### src/rtl/seven_seg_scan_driver.sv
// Scanned N-digit hex seven-segment driver with tear-free, frame-aligned updates.
// Define SEVEN_SEG_LEADING_ZERO_BLANK_EN to suppress leading zero digits.
module seven_seg_scan_driver #(
   parameter int NUM_DIGITS       = 4,
   parameter int REFRESH_DIV      = 1000,
   parameter int BLANK_CYCLES     = 8,
   parameter bit SEG_ACTIVE_LOW   = 1'b0,
   parameter bit ANODE_ACTIVE_LOW = 1'b0
) (
   input  logic                    i_clk,
   input  logic                    i_rst,
   input  logic [4*NUM_DIGITS-1:0] i_data,
   input  logic [NUM_DIGITS-1:0]   i_dp,
   input  logic                    i_load,
   output logic [6:0]              o_seg,
   output logic                    o_dp,
   output logic [NUM_DIGITS-1:0]   o_an,
   output logic                    o_frame_done
);

   localparam int TW = $clog2(REFRESH_DIV);
   localparam int DW = (NUM_DIGITS > 1) ? $clog2(NUM_DIGITS) : 1;

   localparam logic [TW-1:0] TICK_LAST  = TW'(REFRESH_DIV - 1);
   localparam logic [TW-1:0] BLANK_T    = TW'(BLANK_CYCLES);
   localparam logic [DW-1:0] DIGIT_LAST = DW'(NUM_DIGITS - 1);

   localparam logic SEG_INV = SEG_ACTIVE_LOW;
   localparam logic AN_INV  = ANODE_ACTIVE_LOW;

   logic [TW-1:0]             tick;
   logic [DW-1:0]             digit;
   logic                      slot_end;
   logic                      boundary;
   logic                      blank;

   logic [4*NUM_DIGITS-1:0]   shadow_data;
   logic [NUM_DIGITS-1:0]     shadow_dp;
   logic [4*NUM_DIGITS-1:0]   pend_data;
   logic [NUM_DIGITS-1:0]     pend_dp;
   logic                      pend_valid;

   logic [3:0]                cur_nib;
   logic                      cur_dp;
   logic [NUM_DIGITS-1:0]     slot_an;
   logic                      suppress;

   function automatic logic [6:0] decode(input logic [3:0] nib);
      logic [6:0] seg;
      unique case (nib)
         4'h0: seg = 7'h3F;
         4'h1: seg = 7'h06;
         4'h2: seg = 7'h5B;
         4'h3: seg = 7'h4F;
         4'h4: seg = 7'h66;
         4'h5: seg = 7'h6D;
         4'h6: seg = 7'h7D;
         4'h7: seg = 7'h07;
         4'h8: seg = 7'h7F;
         4'h9: seg = 7'h67;
         4'hA: seg = 7'h77;
         4'hB: seg = 7'h7C;
         4'hC: seg = 7'h39;
         4'hD: seg = 7'h5E;
         4'hE: seg = 7'h79;
         4'hF: seg = 7'h71;
      endcase
      return seg;
   endfunction

   assign slot_end = (tick == TICK_LAST);
   assign boundary = slot_end && (digit == DIGIT_LAST);
   assign blank    = (tick < BLANK_T);

   always_ff @(posedge i_clk) begin
      if (i_rst) begin
         tick  <= '0;
         digit <= '0;
      end else if (slot_end) begin
         tick  <= '0;
         digit <= (digit == DIGIT_LAST) ? '0 : digit + 1'b1;
      end else begin
         tick <= tick + 1'b1;
      end
   end

   // Shadow only changes at the frame edge, so a scan never mixes two values.
   always_ff @(posedge i_clk) begin
      if (i_rst) begin
         shadow_data <= '0;
         shadow_dp   <= '0;
         pend_data   <= '0;
         pend_dp     <= '0;
         pend_valid  <= 1'b0;
      end else if (i_load && boundary) begin
         shadow_data <= i_data;
         shadow_dp   <= i_dp;
         pend_valid  <= 1'b0;
      end else begin
         if (boundary && pend_valid) begin
            shadow_data <= pend_data;
            shadow_dp   <= pend_dp;
            pend_valid  <= 1'b0;
         end
         if (i_load) begin
            pend_data  <= i_data;
            pend_dp    <= i_dp;
            pend_valid <= 1'b1;
         end
      end
   end

   always_comb begin
      cur_nib = 4'h0;
      cur_dp  = 1'b0;
      slot_an = '0;
      for (int d = 0; d < NUM_DIGITS; d++) begin
         if (digit == DW'(d)) begin
            cur_nib    = shadow_data[4*d +: 4];
            cur_dp     = shadow_dp[d];
            slot_an[d] = 1'b1;
         end
      end
   end

`ifdef SEVEN_SEG_LEADING_ZERO_BLANK_EN
   logic [NUM_DIGITS-1:0] lead_zero;
   logic                  zero_run;

   // A digit is leading-zero when it and every higher nibble are zero.
   always_comb begin
      lead_zero = '0;
      zero_run  = 1'b1;
      for (int d = NUM_DIGITS - 1; d > 0; d--) begin
         zero_run     = zero_run & (shadow_data[4*d +: 4] == 4'h0);
         lead_zero[d] = zero_run;
      end
   end

   assign suppress = |(lead_zero & slot_an);
`else
   assign suppress = 1'b0;
`endif

   always_ff @(posedge i_clk) begin
      if (i_rst) begin
         o_an         <= {NUM_DIGITS{AN_INV}};
         o_seg        <= {7{SEG_INV}};
         o_dp         <= SEG_INV;
         o_frame_done <= 1'b0;
      end else begin
         o_frame_done <= boundary;
         if (blank) begin
            o_an  <= {NUM_DIGITS{AN_INV}};
            o_seg <= {7{SEG_INV}};
            o_dp  <= SEG_INV;
         end else begin
            o_an  <= slot_an ^ {NUM_DIGITS{AN_INV}};
            o_seg <= (suppress ? 7'h00 : decode(cur_nib)) ^ {7{SEG_INV}};
            o_dp  <= cur_dp ^ SEG_INV;
         end
      end
   end

endmodule

### config.mk
export PLATFORM = sky130hd
export DESIGN_NAME = seven_seg_scan_driver
export DESIGN_NICKNAME = d
export VERILOG_FILES = /design/src/rtl/seven_seg_scan_driver.sv
export SDC_FILE = /design/constraint.sdc
export NUM_CORES = 1
export LEC_CHECK = 0
export CAP_MARGIN = 20
export CORE_ASPECT_RATIO = 0.6
export CORE_UTILIZATION = 40
export DETAILED_ROUTE_END_ITERATION = 10
export PLACE_DENSITY = 0.61
export SYNTH_ARGS = -nofsm -noshare
export SYNTH_HDL_FRONTEND = slang
export SYNTH_SLANG_ARGS = --single-unit
### constraint.sdc
create_clock -name i_clk -period 2.81 [get_ports i_clk]
set_clock_uncertainty 0.15 [all_clocks]
set_input_delay 0.4215 -clock i_clk [delete_from_list [all_inputs] [get_ports i_clk]]
set_output_delay 0.4215 -clock i_clk [all_outputs]
set_load 0.005 [all_outputs]
; ---- Word level (Yosys, flattened, before mapping)
; Memories as Yosys holds them, arrays and structs flattened. A register that Yosys moved wholly into a read port is not among the register bits.
; Cells that the tools add are included.
[totals]
ff_bits = 59
romBits = 112
word_cells = 48
n_memories = 1
[memory_table]
columns = memory, depth, word_bits, read_ports, rd_clocked_by_memory_dff, wr, line_no
row1 = (name not given), 16, 7, 1, 1, 0, 50  ; unique case (nib)
[classes]
n_addsub = 2
n_lt_le_gt_ge = 1
eq_ne = 4
mux = 19
bitwise = 1
n_reduce_logical = 10
[op_table]
columns = operator, n
row1 = 16-bit 2-to-1 mux, 2
row2 = 4-bit 2-to-1 mux, 6
row3 = 10-bit by 1-bit adder with 10-bit output (second input constant), 1
row4 = 10-bit equality test (second input constant), 1
row5 = 10-bit by 4-bit less-than comparator with 1-bit output (second input constant), 1
row6 = 1-bit 2-to-1 mux, 10
row7 = 2-bit OR reduction, 3
row8 = 2-bit equality test (second input constant), 2
row9 = 2-bit nonzero test, 2
row10 = 1-bit logical AND, 3
row11 = 2-bit by 1-bit adder with 2-bit output (second input constant), 1
row12 = 2-bit by 1-bit equality test with 1-bit output (second input constant), 1
row13 = 2-bit logical NOT, 1
row14 = 2-bit 2-to-1 mux, 1
row15 = 2-bit AND reduction, 1
row16 = 1-bit inverter, 1

; ---- Longest topological paths before layout
; Gate-level depths: netlist of run 1.
[depth]
ltp_word = 5
depth_mapped = 11

; ---- Least setup slack after synthesis of run 1
; OpenSTA, ideal clock, no wires.
[synth_path]
path_kind = flip-flop to flip-flop
startpoint = register digit[0]
endpoint = register o_seg[0]
setup_ns = 0.070
arrival_time_ns = 2.366
required_ns = 2.590
slack_ns = 0.224
path_stages_with_launch = 10
synth_period_minus_slack_ns = 2.586
cell_sequence = dfxtp_1 > inv_1 > ha_1 > nor2b_1 > a221o_1 > a22oi_1 > inv_1 > ha_1 > or3_1 > a21oi_1
[synth_via]
elab_chain_len = 5
elab_cells_between_ends = 8
[synth_rtl]
columns = item, line_no
row1 = "start, declared", 32  ; logic [DW-1:0] digit;
row2 = "start signal, assigned", 81  ; digit <= (digit == DIGIT_LAST) ? '0 : digit + 1'b1;
row3 = 2-bit logical NOT, 118  ; if (digit == DW'(d)) begin
row4 = 4-bit 2-to-1 mux (3 in series), 118
row5 = 4-bit 2-to-1 mux *, 118
row6 = "end, declared", 15  ; output logic [6:0] o_seg,
; Every way passes the cells marked *; elsewhere a longest branch is shown, timed or not.
; A chain may end at the register's enable or synchronous reset.

; ---- Worst setup path after layout of run 1
[layout_path]
startpoint = register digit[0]
endpoint = register o_seg[3]
; The elaborated chain is that of the path after synthesis.

==> results.toml, run 1 <==
[outcome]
status = "complete, no violations"

[clock_network]
h-tree-depth = 3
cts_root_buf = "clkbuf_16"
cts.sinks = 66
cts_setup_buffers = 0
cts_hold_buf = 0
cts_buffers = 9
clkTransAtPathRegs_ns = 0.05
clk_latency_ns = 0.33
cts_resized = 0
tritoncts = "done"
cts.path.max_buffers = 2

[route]
drt-vias-per-instance = 4.841
drc = 0
ant_nets = 0
vias = 2280
drt_pass1_iterations = 4
wl_um = 6267
wl_per_cell_um = 13.31
detailedRoute.firstIterationViolations = 128

[global_route]
grt_pass1_vias = 2087
overflow = 0
antenna_found_initial = 0
grt_max_degree = 23
grt_pass1_wl_um = 10560
grt.total_usage = 0.1759

[placement]
post_dp_cell_area_sq_um = 3531
port_buffers = 35
pre_cts_ws_ns = 0.3002
place_hpwl_um = 4397
gp_congestion = 0.7611

[job]
drv_cap = 0

[synth]
yosysMostFrequentCell = "dfxtp_1"
ys_seq_area_frac = 0.4298
synth_cells = 331
ys_warn_count = 0
synthTopCellsByArea = "dfxtp_1, mux2i_1, o31ai_2"
post_synth.cell_area_avg_sq_um = 9.288
synth_top_area_frac = 0.4298
ys.flop_type = "dfxtp_1"
yosys-top-cells-count = "dfxtp_1, nor2_1, mux2i_1, nand2_1, nor2b_1"
synth_edf_count = 0
synth_seq_cells = 66
yosys.area.top_type = "dfxtp_1"
syn-cell-area_sq_um = 3074
syn_nets = 366
postSynth.asyncResetShare = 0
synth_cell_types = 43

[layout]
antenna_cells = 0
fin_util = 0.5136
num-fill-cells = 705
drive_gt1_frac = 0.1335
regArea_sq_um = 1321
final_area_sq_um = 3779
fin_nets = 401
area_growth_syn_to_layout_pct = 22.91
multi_input_area_sq_um = 1613

[timing]
fmax_mhz = 397.4
fin_ws_ns = 0.2937
period_share = 0.8955
tns_ns = 0
finalMaxSlewViolations = 0
max-slew-margin-rel = 0.7289
finalSetupViolations = 0
period_minus_slack_ns = 2.516
worstMarginPinSlew_ns = 0.4067
finalHoldViolations = 0
rsz0062_at_grt = "false"

[power]
power_frac_comb = 0.061
p_switching_uw = 439.9
p_leak_uw = 0.001487
switching_share = 0.2132
ir_drop_uv = 333.1
power_frac_seq = 0.471
p_int_uw = 1624
power_density_nw_per_um2 = 546.1
clkPwrFrac = 0.468

[setup_path]
cp.arrival_ns = 2.63
cp_top_family = "adder cells"
cp_cell_sequence = "inv_1, ha_1, nor2b_1, a221o_1, a22oi_1, inv_1, ha_1, mux2i_1, nand2b_1, a21oi_1"
crit_fanout = 5
worstSetupStartpointType = "register"
critPathCaptureType = "register"
path_class = "reg2reg"
cpMaxStageDelayCell = "dfxtp_1"
critPathMaxStageDelay_ns = 0.40
cp_num_buf_inv = 2
critPathRequiredTime_ns = 2.92

[floorplan]
core_sq_um = 7357
die_h_um = 69.91
ios = 36
fp-row-count = 24
die_x_um = 115.2
die_area_sq_um = 8051
initial_core_util = 0.4179

[hold_path]
hold_class = "reg2reg"
[cells in the final DEF, fill, tap and decap left out, types with 3 or more instances in the layout]
| master | netlist | final |
|---|---|---|
| a211oi_1 | 5 | 5 |
| a21oi_1 | 7 | 7 |
| a221oi_1 | 3 | 3 |
| a31oi_1 | 3 | 3 |
| and2_1 | 6 | 6 |
| and3_1 | 3 | 3 |
| buf_4 | 2 | 11 |
| clkbuf_16 | 0 | 9 |
| clkdlybuf4s50_1 | 0 | 35 |
| dfxtp_1 | 66 | 66 |
| ha_1 | 12 | 12 |
| inv_1 | 9 | 9 |
| mux2i_1 | 25 | 25 |
| nand2_1 | 25 | 25 |
| nand4_1 | 3 | 3 |
| nor2_1 | 61 | 61 |
| nor2b_1 | 23 | 23 |
| nor3_1 | 3 | 3 |
| o31ai_2 | 20 | 20 |
| xnor2_1 | 3 | 3 |
| xor2_1 | 5 | 5 |
[power by group through the flow]
stage	logic [uW]	clock network (uW)	registers, uW
after floorplan	75.0	0	987
after global placement	127	0	989
after detailed placement	129	0	989
after CTS	129	995	970
after global routing	140	1030	972
final	126	966	971
[sequential cells by signal, indices dropped and copies added, names as in the netlist]
name          cells
digit             2
o_an              4
o_dp              1
o_frame_done      1
o_seg             7
pend_data        16
pend_dp           4
pend_valid        1
shadow_data      16
shadow_dp         4
tick             10
[cell type report]
cell class	instances	share of cell area
timing repair buffer	46	0.1146
clock buffer	11	0.06424
inverter	9	0.008940
clock inverter	1	0.001325
sequential	66	0.3497
tap	104	0.03444
multi-input combinational	234	0.4268
[per-stage QoR]
step	std cells	hold slack, ns	total power [uW]
after detailed placement	459	0.2935	1118
final	471	0.2890	2063
after global routing	471	0.3296	2145
after CTS	471	0.2997	2095
after global placement	459	0.2763	1116
after floorplan	331	0.2630	1062
[worst paths after layout]
path                                from       end  slack [ns]  cells past startpoint
worst max-delay path            digit[0]  o_seg[3]        0.29                     10
worst min-delay path             tick[0]   tick[0]        0.29                      1
worst max register to register  digit[0]  o_seg[3]        0.29                     10
worst min register to register   tick[0]   tick[0]        0.29                      1
[metal layers]
layer	wire length [um]	global-route usage	vias up	share of wire
met4	97	0.06494	0	0.015
met3	340	0.06597	9	0.054
met1	3435	0.2497	1023	0.55
met5	0	0	-	0
met2	2393	0.2390	52	0.38
li1	-	-	1196	-
[cell families (layout without fill, tap and decap cells)]
kind of cell | Yosys count | in the layout | synth area share
AND/OR/NAND/NOR | 137 | 137 | 0.2129
adder cells (fa/ha/maj) | 12 | 12 | 0.04884
AO/OA/AOI/OAI | 51 | 51 | 0.1539
multiplexers | 26 | 26 | 0.08506
XOR/XNOR | 8 | 8 | 0.02279
flip-flops | 66 | 66 | 0.4298
buffers and inverters | 31 | 67 | 0.04680
Note: power is estimated with default switching activity, not from simulation.
==> inputs of run 2 (changes only) <==
--- a/config.mk
+++ b/config.mk
@@ -5,7 +5,7 @@
 export SDC_FILE = /design/constraint.sdc
 export NUM_CORES = 1
 export LEC_CHECK = 0
-export CAP_MARGIN = 20
+export CAP_MARGIN = 0
 export CORE_ASPECT_RATIO = 0.6
 export CORE_UTILIZATION = 40
 export DETAILED_ROUTE_END_ITERATION = 10
==> results of run 2 <==
Same layout as run 1: the final DEF is identical, and so are final timing and power.
==> inputs of run 3 (changes only) <==
--- a/config.mk
+++ b/config.mk
@@ -9,7 +9,8 @@
 export CORE_ASPECT_RATIO = 0.6
 export CORE_UTILIZATION = 40
 export DETAILED_ROUTE_END_ITERATION = 10
-export PLACE_DENSITY = 0.61
+export DONT_BUFFER_PORTS = 1
+export PLACE_DENSITY_LB_ADDON = 0.1
 export SYNTH_ARGS = -nofsm -noshare
 export SYNTH_HDL_FRONTEND = slang
 export SYNTH_SLANG_ARGS = --single-unit
==> constraint.sdc (replaced) <==
create_clock -name i_clk -period 3 [get_ports i_clk]
set_clock_uncertainty 0.15 [all_clocks]
set_input_delay 0.45 -clock i_clk [delete_from_list [all_inputs] [get_ports i_clk]]
set_output_delay 0.45 -clock i_clk [all_outputs]
set_load 0.005 [all_outputs]
==> run 3 against run 2 <==
  * Fmax down 1.9%
  * Core utilization is 4.3 points lower
  * First-iteration DRC count is 22% higher
  * Setup slack improved by 0.14 ns
  * Critical endpoint is now o_seg[0]
==> results.toml, run 3 (synthesis results as in run 1) <==
[floorplan]
ios = 36
die_h_um = 69.91
die_area_sq_um = 8051
die_x_um = 115.2
fp-row-count = 24
core_sq_um = 7357
initial_core_util = 0.4179

[layout]
drive_gt1_frac = 0.1532
largestRegisters = "pend_data: 16 flops, shadow_data: 16 flops, tick: 10 flops"
fin_nets = 363
num-fill-cells = 717
mostFrequentLayoutCells = "dfxtp_1, nor2_1, nand2_1, mux2i_1, nor2b_1"
mostFrequentLayoutCell = "dfxtp_1"
multi_input_area_sq_um = 1613
regArea_sq_um = 1321
antenna_cells = 0
area_growth_syn_to_layout_pct = 12.66

[global_route]
antenna_found_initial = 0
grt.total_usage = 0.1850
grt_pass1_vias = 2011
overflow = 0
grt_pass1_wl_um = 10790
grt_max_degree = 32

[route]
wl_um = 6422
wl_per_cell_um = 14.70
ant_nets = 0
drt-vias-per-instance = 4.941
drt_pass1_iterations = 4
vias = 2159
drc = 0
detailedRoute.firstIterationViolations = 156

[clock_network]
cts.path.max_buffers = 2
cts_root_buf = "clkbuf_16"
cts_setup_buffers = 0
clkTransAtPathRegs_ns = 0.05
cts_hold_buf = 0
cts.sinks = 66
h-tree-depth = 3
clk_latency_ns = 0.34
cts_resized = 0
tritoncts = "done"
cts_buffers = 9

[hold_path]
worstHoldStart = "i_rst"
hold_class = "in2reg"
whs_path_depth = 1

[timing]
finalSetupViolations = 0
rsz0062_at_grt = "false"
tns_ns = 0
finalMaxSlewViolations = 0
worstMarginPinSlew_ns = 0.6058
fmax_mhz = 389.7
finalHoldViolations = 0
period_minus_slack_ns = 2.566
period_share = 0.8554
max-slew-margin-rel = 0.5961

[power]
p_leak_uw = 0.001370
ir_drop_uv = 396.8
finalPower_uw = 2042
power_density_nw_per_um2 = 589.5

[setup_path]
cp-startpoint = "digit[0]"
crit_fanout = 5
path_class = "reg2reg"
r2r-start = "digit[0]"
critPathCaptureType = "register"
critPathRequiredTime_ns = 3.12
cp.arrival_ns = 2.68
worstSetupStartpointType = "register"
ff2ff_path_depth = 9

[placement]
port_buffers = 0
gp_congestion = 0.7945
place_hpwl_um = 4344

[job]
drv_cap = 0

[outcome]
status = "complete, no violations"
[run 3: area by class of cell]
type,instances,area share
clock buffer,11,0.07298
clock inverter,5,0.01517
inverter,9,0.009754
multi-input combinational,234,0.4657
sequential,66,0.3815
tap,104,0.03757
timing repair buffer,8,0.01734
[run 3: through the flow]
stage                     utilization  worst slack, ns  hold WS (ns)  area, sq um  std cells
after floorplan                     -           0.4144        0.2630         3074        331
final                          0.4707           0.4337       0.03077         3463        437
after global placement         0.4293           0.5415        0.2837         3158        421
after global routing           0.4707           0.2548       0.01064         3463        437
after detailed placement       0.4293           0.4472        0.2902         3158        421
after CTS                      0.4707           0.4370       0.01912         3463        437
[run 3: worst paths after layout]
kind	to	slack (ns)
worst max-delay path	o_seg[0]	0.43
worst max register to register	o_seg[0]	0.43
worst min register to register	tick[0]	0.30
worst min-delay path	tick[2]	0.03
[run 3: power breakdown]
group / switching (uW) / internal (uW) / leakage, uW
logic: 38.0 / 34.9 / 0.000683
clock network: 377 / 683 / 0.000151
registers: 10.4 / 898 / 0.000536
total: 426 / 1620 / 0.00137
[run 3: worst max-delay path: stages (launching register included)]
cell and delay (ns):
dfxtp_1 0.40, inv_1 0.09, ha_1 0.25, nor2b_1 0.16, a221o_1 0.30, a22oi_1 0.23, inv_1 0.13, ha_1 0.28
or3_1 0.38, a21oi_1 0.14
[run 3: per-layer routing]
layer | track usage | wire [um]
met1 | 0.2758 | 3530
met2 | 0.2209 | 2418
met3 | 0.08941 | 418
met4 | 0.06494 | 55
met5 | 0 | 0
